File: src/rtl/freq_display_pkg.sv
// freq_display_pkg: shared FSM states, segment patterns and sizing helper
package freq_display_pkg;

    typedef enum logic [1:0] {IDLE, SHIFT, DONE} state_e;

    localparam logic [6:0] SEG_BLANK = 7'b1111111;
    localparam logic [6:0] SEG_DASH  = 7'b0111111;
    localparam logic [6:0] SEG_DIGIT [10] = '{
        7'b1000000, 7'b1111001, 7'b0100100, 7'b0110000, 7'b0011001,
        7'b0010010, 7'b0000010, 7'b1111000, 7'b0000000, 7'b0010000
    };

    function automatic int scratch_w(input int in_w);
        return 4 * ((in_w + 2) / 3);
    endfunction

endpackage

File: src/rtl/freq_display_seg7_decode.sv
// seg7_decode: BCD nibble to active-low {g,f,e,d,c,b,a} with blank/dash overrides
module seg7_decode
    import freq_display_pkg::*;
(
    input  logic [3:0] bcd_i,
    input  logic       blank_i,
    input  logic       dash_i,
    output logic [6:0] seg_o
);

    always_comb begin
        seg_o = SEG_BLANK;
        if (dash_i)
            seg_o = SEG_DASH;
        else if (!blank_i && bcd_i <= 4'd9)
            seg_o = SEG_DIGIT[bcd_i];
    end

endmodule

File: src/rtl/freq_display.sv
// freq_display: sequential binary-to-BCD conversion and multiplexed 7-segment drive
module freq_display
    import freq_display_pkg::*;
#(
    parameter int IN_W        = 16,
    parameter int DIGITS      = 4,
    parameter int REFRESH_DIV = 100000
) (
    input  logic              clk_i,
    input  logic              rst_ni,
    input  logic [IN_W-1:0]   value_i,
    input  logic              load_i,
    output logic              busy_o,
    output logic [6:0]        seg_o,
    output logic [DIGITS-1:0] an_o
);

    localparam int SW = scratch_w(IN_W);
    localparam int DW = 4 * DIGITS;
    localparam int CW = $clog2(IN_W + 1);
    localparam int RW = $clog2(REFRESH_DIV + 1);
    localparam int IW = $clog2(DIGITS + 1);

    state_e            state_q, state_d;
    logic [IN_W-1:0]   shift_q, shift_d;
    logic [SW-1:0]     scratch_q, scratch_d, adj;
    logic [CW-1:0]     cnt_q, cnt_d;
    logic [DW-1:0]     disp_q, disp_d;
    logic              ovf_q, ovf_d;
    logic [RW-1:0]     ref_q, ref_d;
    logic [IW-1:0]     idx_q, idx_d;
    logic [6:0]        seg_q, seg_d;
    logic [DIGITS-1:0] an_q, an_d;
    logic [SW+DW-1:0]  ext;
    logic [3:0]        digit;
    logic              blank, wrap;

    // Zero-extension lets the overflow test work even when scratch is no wider than the display
    assign ext = {{DW{1'b0}}, scratch_q};

    always_comb begin
        state_d   = state_q;
        shift_d   = shift_q;
        scratch_d = scratch_q;
        cnt_d     = cnt_q;
        disp_d    = disp_q;
        ovf_d     = ovf_q;
        adj       = scratch_q;
        for (int i = 0; i < SW / 4; i++)
            if (scratch_q[4*i +: 4] >= 4'd5)
                adj[4*i +: 4] = scratch_q[4*i +: 4] + 4'd3;
        case (state_q)
            IDLE: if (load_i) begin
                state_d   = SHIFT;
                shift_d   = value_i;
                scratch_d = '0;
                cnt_d     = CW'(IN_W);
            end
            SHIFT: begin
                scratch_d = {adj[SW-2:0], shift_q[IN_W-1]};
                shift_d   = shift_q << 1;
                cnt_d     = cnt_q - CW'(1);
                state_d   = (cnt_q == CW'(1)) ? DONE : SHIFT;
            end
            DONE: begin
                disp_d  = ext[DW-1:0];
                ovf_d   = |ext[SW+DW-1:DW];
                state_d = IDLE;
            end
            default: state_d = IDLE;
        endcase
    end

    // Decode from next-state values so SEG always matches the AN it is registered with
    always_comb begin
        wrap  = ref_q == RW'(REFRESH_DIV - 1);
        ref_d = wrap ? '0 : ref_q + RW'(1);
        idx_d = wrap ? ((idx_q == IW'(DIGITS - 1)) ? '0 : idx_q + IW'(1)) : idx_q;
        digit = disp_d[4*idx_d +: 4];
        blank = (idx_d != '0) && ((disp_d >> (4 * idx_d)) == '0);
        an_d  = ~(DIGITS'(1) << idx_d);
    end

    seg7_decode u_dec (
        .bcd_i   (digit),
        .blank_i (blank),
        .dash_i  (ovf_d),
        .seg_o   (seg_d)
    );

    always_ff @(posedge clk_i) begin
        if (!rst_ni) begin
            state_q   <= IDLE;
            shift_q   <= '0;
            scratch_q <= '0;
            cnt_q     <= '0;
            disp_q    <= '0;
            ovf_q     <= 1'b0;
            ref_q     <= '0;
            idx_q     <= '0;
            seg_q     <= SEG_DIGIT[0];
            an_q      <= ~DIGITS'(1);
        end else begin
            state_q   <= state_d;
            shift_q   <= shift_d;
            scratch_q <= scratch_d;
            cnt_q     <= cnt_d;
            disp_q    <= disp_d;
            ovf_q     <= ovf_d;
            ref_q     <= ref_d;
            idx_q     <= idx_d;
            seg_q     <= seg_d;
            an_q      <= an_d;
        end
    end

    assign busy_o = state_q != IDLE;
    assign seg_o  = seg_q;
    assign an_o   = an_q;

endmodule
File: config.mk
export PLATFORM = sky130hd
export DESIGN_NAME = freq_display
export DESIGN_NICKNAME = d
export VERILOG_FILES = /design/src/rtl/freq_display_pkg.sv /design/src/rtl/freq_display_seg7_decode.sv /design/src/rtl/freq_display.sv
export SDC_FILE = /design/constraint.sdc
export NUM_CORES = 1
export LEC_CHECK = 0
export ABC_AREA = 1
export CAP_MARGIN = 15
export CORE_ASPECT_RATIO = 1.5
export CORE_MARGIN = 8
export CORE_UTILIZATION = 30
export CTS_CLUSTER_SIZE = 30
export DETAILED_ROUTE_END_ITERATION = 10
export HOLD_SLACK_MARGIN = 0.1
export PLACE_DENSITY = 0.45
export SYNTH_ARGS = -nofsm -noshare
export SYNTH_HDL_FRONTEND = slang
export SYNTH_HIERARCHICAL = 1
export SYNTH_SLANG_ARGS = --single-unit
File: constraint.sdc
create_clock -name clk_i -period 2.4 [get_ports clk_i]
set_input_delay 0.24 -clock clk_i [delete_from_list [all_inputs] [get_ports clk_i]]
set_output_delay 0.24 -clock clk_i [all_outputs]
set_load 0.01 [all_outputs]
* Word-level counts from Yosys, hierarchy flattened
Memories as Yosys holds them, arrays and structs flattened.
Index checks and enable logic that the tools add are counted.
** Word-level totals
- Flip-flop bits (word level) :: 95
- ROM bits :: 112
- Input bits :: 19
- Output and inout port bits :: 12
- Logic and storage cells :: 74
- Memories :: 1
** Memory list
- (no name shown) :: depth 16, bits a word 7, rd ports 1, clocked after memory_dff 0, write ports 0, RTL line freq_display_seg7_decode.sv:16 : seg_o = SEG_DIGIT[bcd_i];
** Cells by class
- Add/subtract/negate cells :: 9
- Order comparisons :: 8
- Eq/ne operators :: 6
- Shift-type cells :: 3
- Muxes and demuxes :: 23
- Bitwise operators :: 3
- Reductions and logical operators :: 11
** Operators by type and width (number)
- 24-bit one-hot mux with 2 select lines :: 1
- 16-bit two-way mux :: 2
- 16-bit one-hot mux with 2 select lines :: 1
- 7-bit two-way mux :: 4
- 4-bit by 3-bit greater-or-equal comparator with 1-bit output (second input constant) :: 6
- 24-bit two-way mux :: 1
- 4-bit by 2-bit adder with 4-bit output (second input constant) :: 5
- 4-bit two-way mux :: 5
- 17-bit by 1-bit adder with 17-bit output (second input constant) :: 1
- 17-bit equality test (second input constant) :: 1
- 16-bit logical NOT :: 1
- 16-bit by 6-bit variable part select with 4-bit output :: 1
- 16-bit by 5-bit right shift with 16-bit output :: 1
- 5-bit one-hot mux with 2 select lines :: 1
- 3-bit two-way mux :: 3
- 8-bit OR reduction :: 1
- 5-bit by 1-bit equality test with 1-bit output (second input constant) :: 1
- 5-bit greater-or-equal comparator (second input constant) :: 1
- 5-bit two-way mux :: 1
- 4-bit NOT with 5-bit output :: 1
- 5-bit by 1-bit subtractor with 5-bit output (second input constant) :: 1
- 4-bit <= comparator (second input constant) :: 1
- 2-bit two-way mux :: 2
- 4-bit NOT :: 1
- 17 further kinds :: 19

* Longest topological paths before layout
Gate-level depths: netlist (run 1).
- Depth in word-level cells :: 10
- Mapped depth :: 21
- Mapped depth without buffers :: 20

* Modules after synthesis
The synthesis (run 1) kept the hierarchy.
** Modules (own cells, without submodules)
- freq_display :: times used 1, cells an instance 637, area each 4555.6 um2, seq. area each 1901.8 um2
- seg7_decode :: times used 1, cells an instance 40, area each 230.2 um2, seq. area each 0.0 um2

* Worst setup path after synthesis (run 1)
Ideal clock, no wire load.
- Kind :: register to register
- From :: register ref_q[0]
- To :: register seg_q[0] (netlist: seg_o[0])
- Setup time :: 0.110 ns
- Data arrival time :: 2.326 ns
- Data required time :: 2.290 ns
- Slack :: -0.036 ns
- Cell stages (with the launch flop) :: 15
- Buffers on the path :: 0
- Clock period less this slack :: 2.436 ns
- Cell sequence :: dfxtp_1 ha_1 nand2_1 nor2_4 nand3_2 o21ai_1 inv_1 nor2_1 inv_1 ha_1 or2_2 o211ai_1 nand2_1 nand2_1 inv_1
** Between the ends
- Longest elaborated chain between the ends :: 9
- Elaborated cells on any way between the ends :: 16
- Those cells by class :: order compare: 1; eq/ne: 1; shift: 2; mux: 5; bitwise: 1; reduce/logical: 5; memory: 1
** Ends and longest elaborated chain
- start: declaration :: RTL line freq_display.sv:30 : logic [RW-1:0] ref_q, ref_d;
- start signal: assignment :: RTL line freq_display.sv:110 : ref_q <= ref_d;
- 17-bit equality test (*) :: RTL line freq_display.sv:76 : wrap = ref_q == RW'(REFRESH_DIV - 1);
- 3-bit two-way mux (*) :: RTL line freq_display.sv:78 : idx_d = wrap ? ((idx_q == IW'(DIGITS - 1)) ? '0 : idx_q + IW'(1)) : idx_q;
- 16-bit by 6-bit variable part select with 4-bit output (*) :: RTL line freq_display.sv:79 : digit = disp_d[4*idx_d +: 4];
- named net digit[1] :: RTL line freq_display.sv:35 : logic [3:0] digit;
- 4-bit NOT with 5-bit output (not written as such) :: RTL line freq_display_seg7_decode.sv:16
- memory 16 x 7 bit
- 7-bit two-way mux (not written as such) (2 in series) :: RTL line freq_display_seg7_decode.sv:16
- 7-bit two-way mux (*) :: RTL line freq_display_seg7_decode.sv:15 : else if (!blank_i && bcd_i <= 4'd9)
- 7-bit two-way mux (*) :: RTL line freq_display_seg7_decode.sv:13 : if (dash_i)
- named net seg_d[0] :: RTL line freq_display.sv:32 : logic [6:0] seg_q, seg_d;
- end signal: assignment :: RTL line freq_display.sv:101 : seg_q <= SEG_DIGIT[0];
- end signal: assignment :: RTL line freq_display.sv:112 : seg_q <= seg_d;
- end: declaration :: RTL line freq_display.sv:32
The timed path passes the listed nets; every way through them passes the cells marked *. The select of a mux whose other input is x is not followed.
A chain may end at the register's enable or synchronous reset.

* Worst setup path in the final report (run 1)
- From :: register ref_q[5]
- To :: register seg_q[0] (netlist: seg_o[0])
Same word-level chain as after synthesis.

==> results of run 1 <==
## worst min-delay path by stage
stage | start | endpoint | slack [ps] | cells past startpoint
2_1_floorplan | value_i[0] | shift_q[0] | 390 | 2
3_3_place_gp | scratch_q[23] | scratch_q[23] | 450 | 2
3_5_place_dp | cnt_q[3] | cnt_q[3] | 460 | 1
4_1_cts | shift_q[0] | shift_q[0] | 470 | 2
5_1_grt | scratch_q[23] | scratch_q[23] | 490 | 2
6_report | scratch_q[23] | scratch_q[23] | 470 | 2
## cell type report
type / instances / area (µm²) / share of cell area (%)
Clock buffer: 11 / 233 / 3.65
Clock inverter: 4 / 95.1 / 1.49
Inverter: 86 / 328 / 5.14
Multi-Input combinational cell: 469 / 2680 / 42.0
Sequential cell: 95 / 1910 / 30.0
Tap cell: 203 / 254 / 3.98
Timing Repair Buffer: 100 / 878 / 13.8
## report_power, final
group | internal [W] | total (W) | switching (W)
clock network | 0.00101 | 0.00160 | 0.000589
logic | 0.000149 | 0.000395 | 0.000246
registers | 0.00165 | 0.00169 | 0.0000425
## metrics by stage
stage          worst slack [ps]  power [W]  std cells  instance area (µm²)  hold WS [ps]
2_1_floorplan              27.9    0.00198        677                 4790           388
3_3_place_gp              -94.8    0.00212        940                 5680           453
3_5_place_dp               -128    0.00213        940                 5680           459
4_1_cts                    1.65    0.00375        962                 6200           471
5_1_grt                    -142    0.00385        968                 6380           495
6_report                   5.95    0.00369        968                 6380           466
## repair_timing
item	in CTS	in global routing
pin swaps	14	35
setup endpoints to repair	7	7
setup buffers	7	5
hold buffers	0	0
gates resized for setup	45	41
cloned	0	1
## per-layer routing
layer | share of wire, % | vias to the layer above | GRT usage [%]
met2 | 52 | 37 | 21.7
met5 | 0 | - | 0
li1 | - | 2363 | -
met4 | 2.4 | 0 | 5.36
met3 | 1.9 | 17 | 2.05
met1 | 44 | 2060 | 13.2
## flip-flops by register name, summed over array words and instances, names as in the netlist
name and flops:
shift_q 16, disp_q 16, scratch_q 24, ref_q 17, seg_o 7, idx_q 3, cnt_q 5, an_o 4
state_q 2, ovf_q 1
## logic make-up (layout without fill, tap and decap cells)
group,count (synthesis),count (layout)
adder cells (fa/ha/maj),23,23
AND/OR/NAND/NOR,300,300
AO/OA/AOI/OAI,140,140
buffers and inverters,113,201
XOR/XNOR,6,6
flip-flops,95,95
## worst max-delay path: cells and delay by family (launching register included)
family | cells | cell delay, ps
simple gates | 12 | 1370
buf+inv | 5 | 510
flops | 1 | 320
compound gates | 1 | 80
## cell usage in the layout, fill, tap and decap left out, types with 3 or more instances in the layout
cell type          n
nand2_1          109
dfxtp_1           87
inv_1             75
a21oi_1           65
nor2_1            62
buf_4             59
o21ai_0           49
nand3_1           44
clkdlybuf4s50_1   30
nand2_2           25
ha_1              19
o22ai_1           15
nand3_2           14
nor3_1            10
inv_2              9
clkbuf_16          9
nor2_2             8
buf_6              8
dfxtp_2            8
nor2_4             7
xor2_1             6
nand4_1            4
nor3b_1            4
nand2_4            3
ha_4               3
bufinv_16          3
==> flow_summary.json, run 1 <==
{
  "hold_violations": 0,
  "finalClockSkew_ps": 7.88,
  "drv_slew": 0,
  "synthAdderAreaFrac_pct": 6.01,
  "synth-compound-area-share_pct": 15.7,
  "timing.rr.end": "seg_o[0]",
  "path_cells": "inv_2 > nand2_4 > nor3_4 > nand3_2 > nand2_4 > buf_4 > buf_4 > nand3_2 > nand2_2 > nand2_2 > nand2_2 > nor2_4 > buf_4 > or2_4 > o211ai_1 > nand2_1 > nand2_1 > inv_1",
  "critPathArrivalTime_ps": 2630,
  "ys_seq_area_share_pct": 39.7,
  "syn-num-nets": 719,
  "r2r-start": "ref_q[5]",
  "synth_xor_area_share_pct": 1.10,
  "port_buffers": 30,
  "setup_viol_count_final": 0,
  "die_w_um": 119,
  "synth_top_family_by_area": "simple AND/OR/NAND/NOR gates",
  "max-slew-margin-rel_pct": 61.3,
  "cts_max_path_buffers": 2,
  "fin_crit_sh_pct": 99.8,
  "max_freq_ghz": 0.418,
  "drive_gt1_share_pct": 22.5,
  "reg2reg_depth": 18,
  "die_y_um": 171,
  "syn_area_per_cell_um2": 7.07,
  "synth_area_leaders": "dfxtp_1 40%, nand2_1 10%, a21oi_1 6.8%",
  "fp.coreArea_um2": 15600,
  "grt_pass1_vias": 4347,
  "cp_max_fo": 6,
  "min_path_type": "flop to flop",
  "start_util_pct": 30.6,
  "ys_ff_latch": 95,
  "startpoint": "ref_q[5]",
  "antenna_found_initial": 0,
  "yosysWarnings": 6,
  "drt_iter0_markers": 171,
  "r2r_slack_ps": 6,
  "yosysTopAreaCell": "dfxtp_1",
  "status": "complete, no violations",
  "wl_per_cell_um": 12.2,
  "synthDistinctLibCells": 37,
  "power.density_nw_per_um2": 578,
  "synthDominantCellAreaShare_pct": 39.7,
  "ys.flop_type": "dfxtp_1",
  "synth_mux_area_share_pct": 0,
  "ys_async_sr_fraction_pct": 0,
  "gp_congestion": 0.858,
  "synth_commonest_cells": "130 x nand2_1, 95 x dfxtp_1, 83 x inv_1, 69 x nor2_1, 65 x a21oi_1",
  "fin_crit_ps": 2390,
  "netlist_instances": 677,
  "crit_end": "seg_o[0]",
  "rsz0062_at_grt": "yes",
  "ir_drop_uv": 429,
  "numCtsBuffers": 9,
  "maxCapViolCount": 0,
  "vias": 4477,
  "cts.sinks": 95,
  "clk_latency_ps": 340,
  "n_fill_cell": 1624,
  "utilization_pct": 40.8,
  "grt_max_degree": 35,
  "critPathSlowestCell": "dfxtp_2",
  "htreeDepth": 3,
  "tns_ps": 0,
  "clk_pin_slew_ps": 60,
  "gr-total-overflow": 0,
  "yosysMostFrequentCell": "nand2_1",
  "wirelength_mm": 11.8,
  "row_count": 56,
  "antenna_cells": 0,
  "worst_pin_slew_ps": 580,
  "crit_type": "flop to flop",
  "cpPeakStageDelay_ps": 320,
  "antenna_left": 0,
  "hpwl_mm": 8.57,
  "syn-cell-area_um2": 4790,
  "crit_required_ps": 2630,
  "first_pass_iters": 4,
  "grt_pass1_wl_mm": 20.0,
  "nNetsFinal": 803,
  "drc": 0,
  "syn2layout_area_growth_pct": 33.3,
  "synth_edf_count": 0,
  "viasPerCell": 4.63,
  "io-pin-count": 31,
  "cp-end-kind": "flop",
  "tritoncts": "built",
  "gr-usage-all-layers_pct": 11.9,
  "dieArea_um2": 20300,
  "root_buffer": "clkbuf_16",
  "p_leak_nw": 2.58,
  "start_kind": "flop",
  "yosys.area_share.simple_pct": 28.1
}
Power figures use the tool's default switching activity.
==> inputs of run 2 (changes only) <==
--- a/config.mk
+++ b/config.mk
@@ -10,10 +10,12 @@
 export CORE_ASPECT_RATIO = 1.5
 export CORE_MARGIN = 8
 export CORE_UTILIZATION = 30
+export CTS_BUF_LIST = sky130_fd_sc_hd__clkbuf_4 sky130_fd_sc_hd__clkbuf_8
 export CTS_CLUSTER_SIZE = 30
 export DETAILED_ROUTE_END_ITERATION = 10
 export HOLD_SLACK_MARGIN = 0.1
 export PLACE_DENSITY = 0.45
+export RECOVER_POWER = 50
 export SYNTH_ARGS = -nofsm -noshare
 export SYNTH_HDL_FRONTEND = slang
 export SYNTH_HIERARCHICAL = 1
==> run 2 against run 1 <==
- sequential share of layout area up 0.42 points
- power down 9.5%
- clock-buffer cell count unchanged
- setup slack better by 40 ps
- via count down 0.49%
- final cell count down 0.21%
- sequential power about the same
- register-to-register slack better by 40 ps
- clock skew up 4.9 ps
- design area down 1.4%
- utilization down 0.56 points
- non-clock buffer count down 2
==> flow_summary.json, run 2 (synthesis results as in run 1) <==
{
  "die_y_um": 171,
  "final_cell_mix": "111 x nand2_1, 87 x dfxtp_1, 77 x inv_1, 65 x a21oi_1, 64 x nor2_1",
  "start_util_pct": 30.6,
  "fp.coreArea_um2": 15600,
  "gp_congestion": 0.858,
  "setup_viol_count_final": 0,
  "first_pass_iters": 4,
  "finalClockSkew_ps": 12.8,
  "cts_max_path_buffers": 2,
  "crit_type": "flop to flop",
  "syn2layout_area_growth_pct": 31.5,
  "regMostFlops": "scratch_q",
  "port_buffers": 30,
  "worst_pin_slew_ps": 988,
  "fin_crit_sh_pct": 98.1,
  "cp_max_fo": 6,
  "numCtsBuffers": 9,
  "cts.sinks": 95,
  "reg_top3": "scratch_q (24), ref_q (17)",
  "maxCapViolCount": 0,
  "clk_latency_ps": 370,
  "grt_pass1_vias": 4291,
  "htreeDepth": 3,
  "layout_commonest_cell": "nand2_1",
  "hpwl_mm": 8.57,
  "grt_pass1_wl_mm": 19.8,
  "hold_violations": 0,
  "n_fill_cell": 1630,
  "root_buffer": "clkbuf_8",
  "antenna_left": 0,
  "utilization_pct": 40.3,
  "dpl-instance-area_um2": 5680,
  "wirelength_mm": 11.9,
  "critPathArrivalTime_ps": 2620,
  "max-slew-margin-rel_pct": 34.1,
  "antenna_cells": 0,
  "largest_reg_flops": 24,
  "design_area_um2": 6290,
  "antenna_found_initial": 0,
  "gr-total-overflow": 0,
  "max_freq_ghz": 0.425,
  "power.density_nw_per_um2": 531,
  "min_path_type": "input port to flop",
  "crit_required_ps": 2670,
  "drt_iter0_markers": 189,
  "die_w_um": 119,
  "status": "complete, no violations",
  "cp-end-kind": "flop",
  "drive_gt1_share_pct": 21.2,
  "tritoncts": "built",
  "gr-usage-all-layers_pct": 11.7,
  "row_count": 56,
  "fin_crit_ps": 2350,
  "clk_pin_slew_ps": 90,
  "io-pin-count": 31,
  "drc": 0,
  "ir_drop_uv": 260,
  "start_kind": "flop",
  "drv_slew": 0,
  "nNetsFinal": 801,
  "vias": 4455,
  "dieArea_um2": 20300,
  "hold_buffers": 0,
  "wl_per_cell_um": 12.3,
  "grt_max_degree": 35,
  "viasPerCell": 4.61,
  "p_leak_nw": 2.55,
  "rsz0062_at_grt": "yes"
}
[run 2: cell count changes in the layout (fill, tap and decap cells not counted), sizes merged]
cell	previous run	this run
dlygate4sd3	0	11
clkdlybuf4s50	30	19
buf	70	62
clkbuf	11	17
[run 2: layout make-up]
class	instances	area (µm²)	share of cell area (%)
Clock buffer	11	139	2.21
Clock inverter	4	95.1	1.51
Inverter	86	328	5.21
Multi-Input combinational cell	469	2690	42.8
Sequential cell	95	1910	30.4
Tap cell	203	254	4.04
Timing Repair Buffer	98	870	13.8
[run 2: stage by stage]
step                      instances  TNS (ps)  power (W)  setup WS, ps  hold slack [ps]
final                           966         0    0.00334          46.1              455
after global routing            966      -669    0.00349          -118              457
after CTS                       958         0    0.00340          2.03              445
after detailed placement        940      -647    0.00213          -128              459
after global placement          940      -300    0.00212         -94.8              453
after floorplan                 677         0    0.00198          27.9              388
[run 2: path summary, 6_finish.rpt]
| kind | start | to | slack (ps) | cells after the start |
|---|---|---|---|---|
| hold reg to reg | scratch_q[23] | scratch_q[23] | 470 | 2 |
| setup / recovery | ref_q[5] | seg_o[1] | 50 | 20 |
| setup reg to reg | ref_q[5] | seg_o[1] | 50 | 20 |
| hold / removal | value_i[0] | shift_q[0] | 450 | 3 |
[run 2: critical path: stages (launching register included)]
cell and delay, ps:
dfxtp_2 330, inv_2 70, nand2_4 60, nor3_4 220, buf_6 150, nand3_4 100, o21ai_4 270, buf_12 170
nand2_4 60, nand2_4 80, nand2_2 50, nand2_2 70, nor2_4 50, nand3_2 60, nand2_2 60, inv_2 70
nand2_2 70, nor2_4 130, nand2_1 70, nand2_1 60, inv_1 50
[run 2: power breakdown]
part,switching (W),internal (W),total (W)
registers,0.0000421,0.00165,0.00169
clock network,0.000553,0.000709,0.00126
logic,0.000245,0.000142,0.000386
[run 2: repair_timing]
action                     4_1_cts  5_1_grt
gates cloned                     0        2
pin swaps                       10       24
resized for setup               35       49
buffers inserted                 3        6
setup endpoints to repair        7        7
[run 2: routing by layer]
metal / track usage [%] / routed length, µm
met5: 0 / 0
met4: 4.03 / 198
met3: 2.14 / 216
met2: 21.6 / 6250
met1: 13.2 / 5260
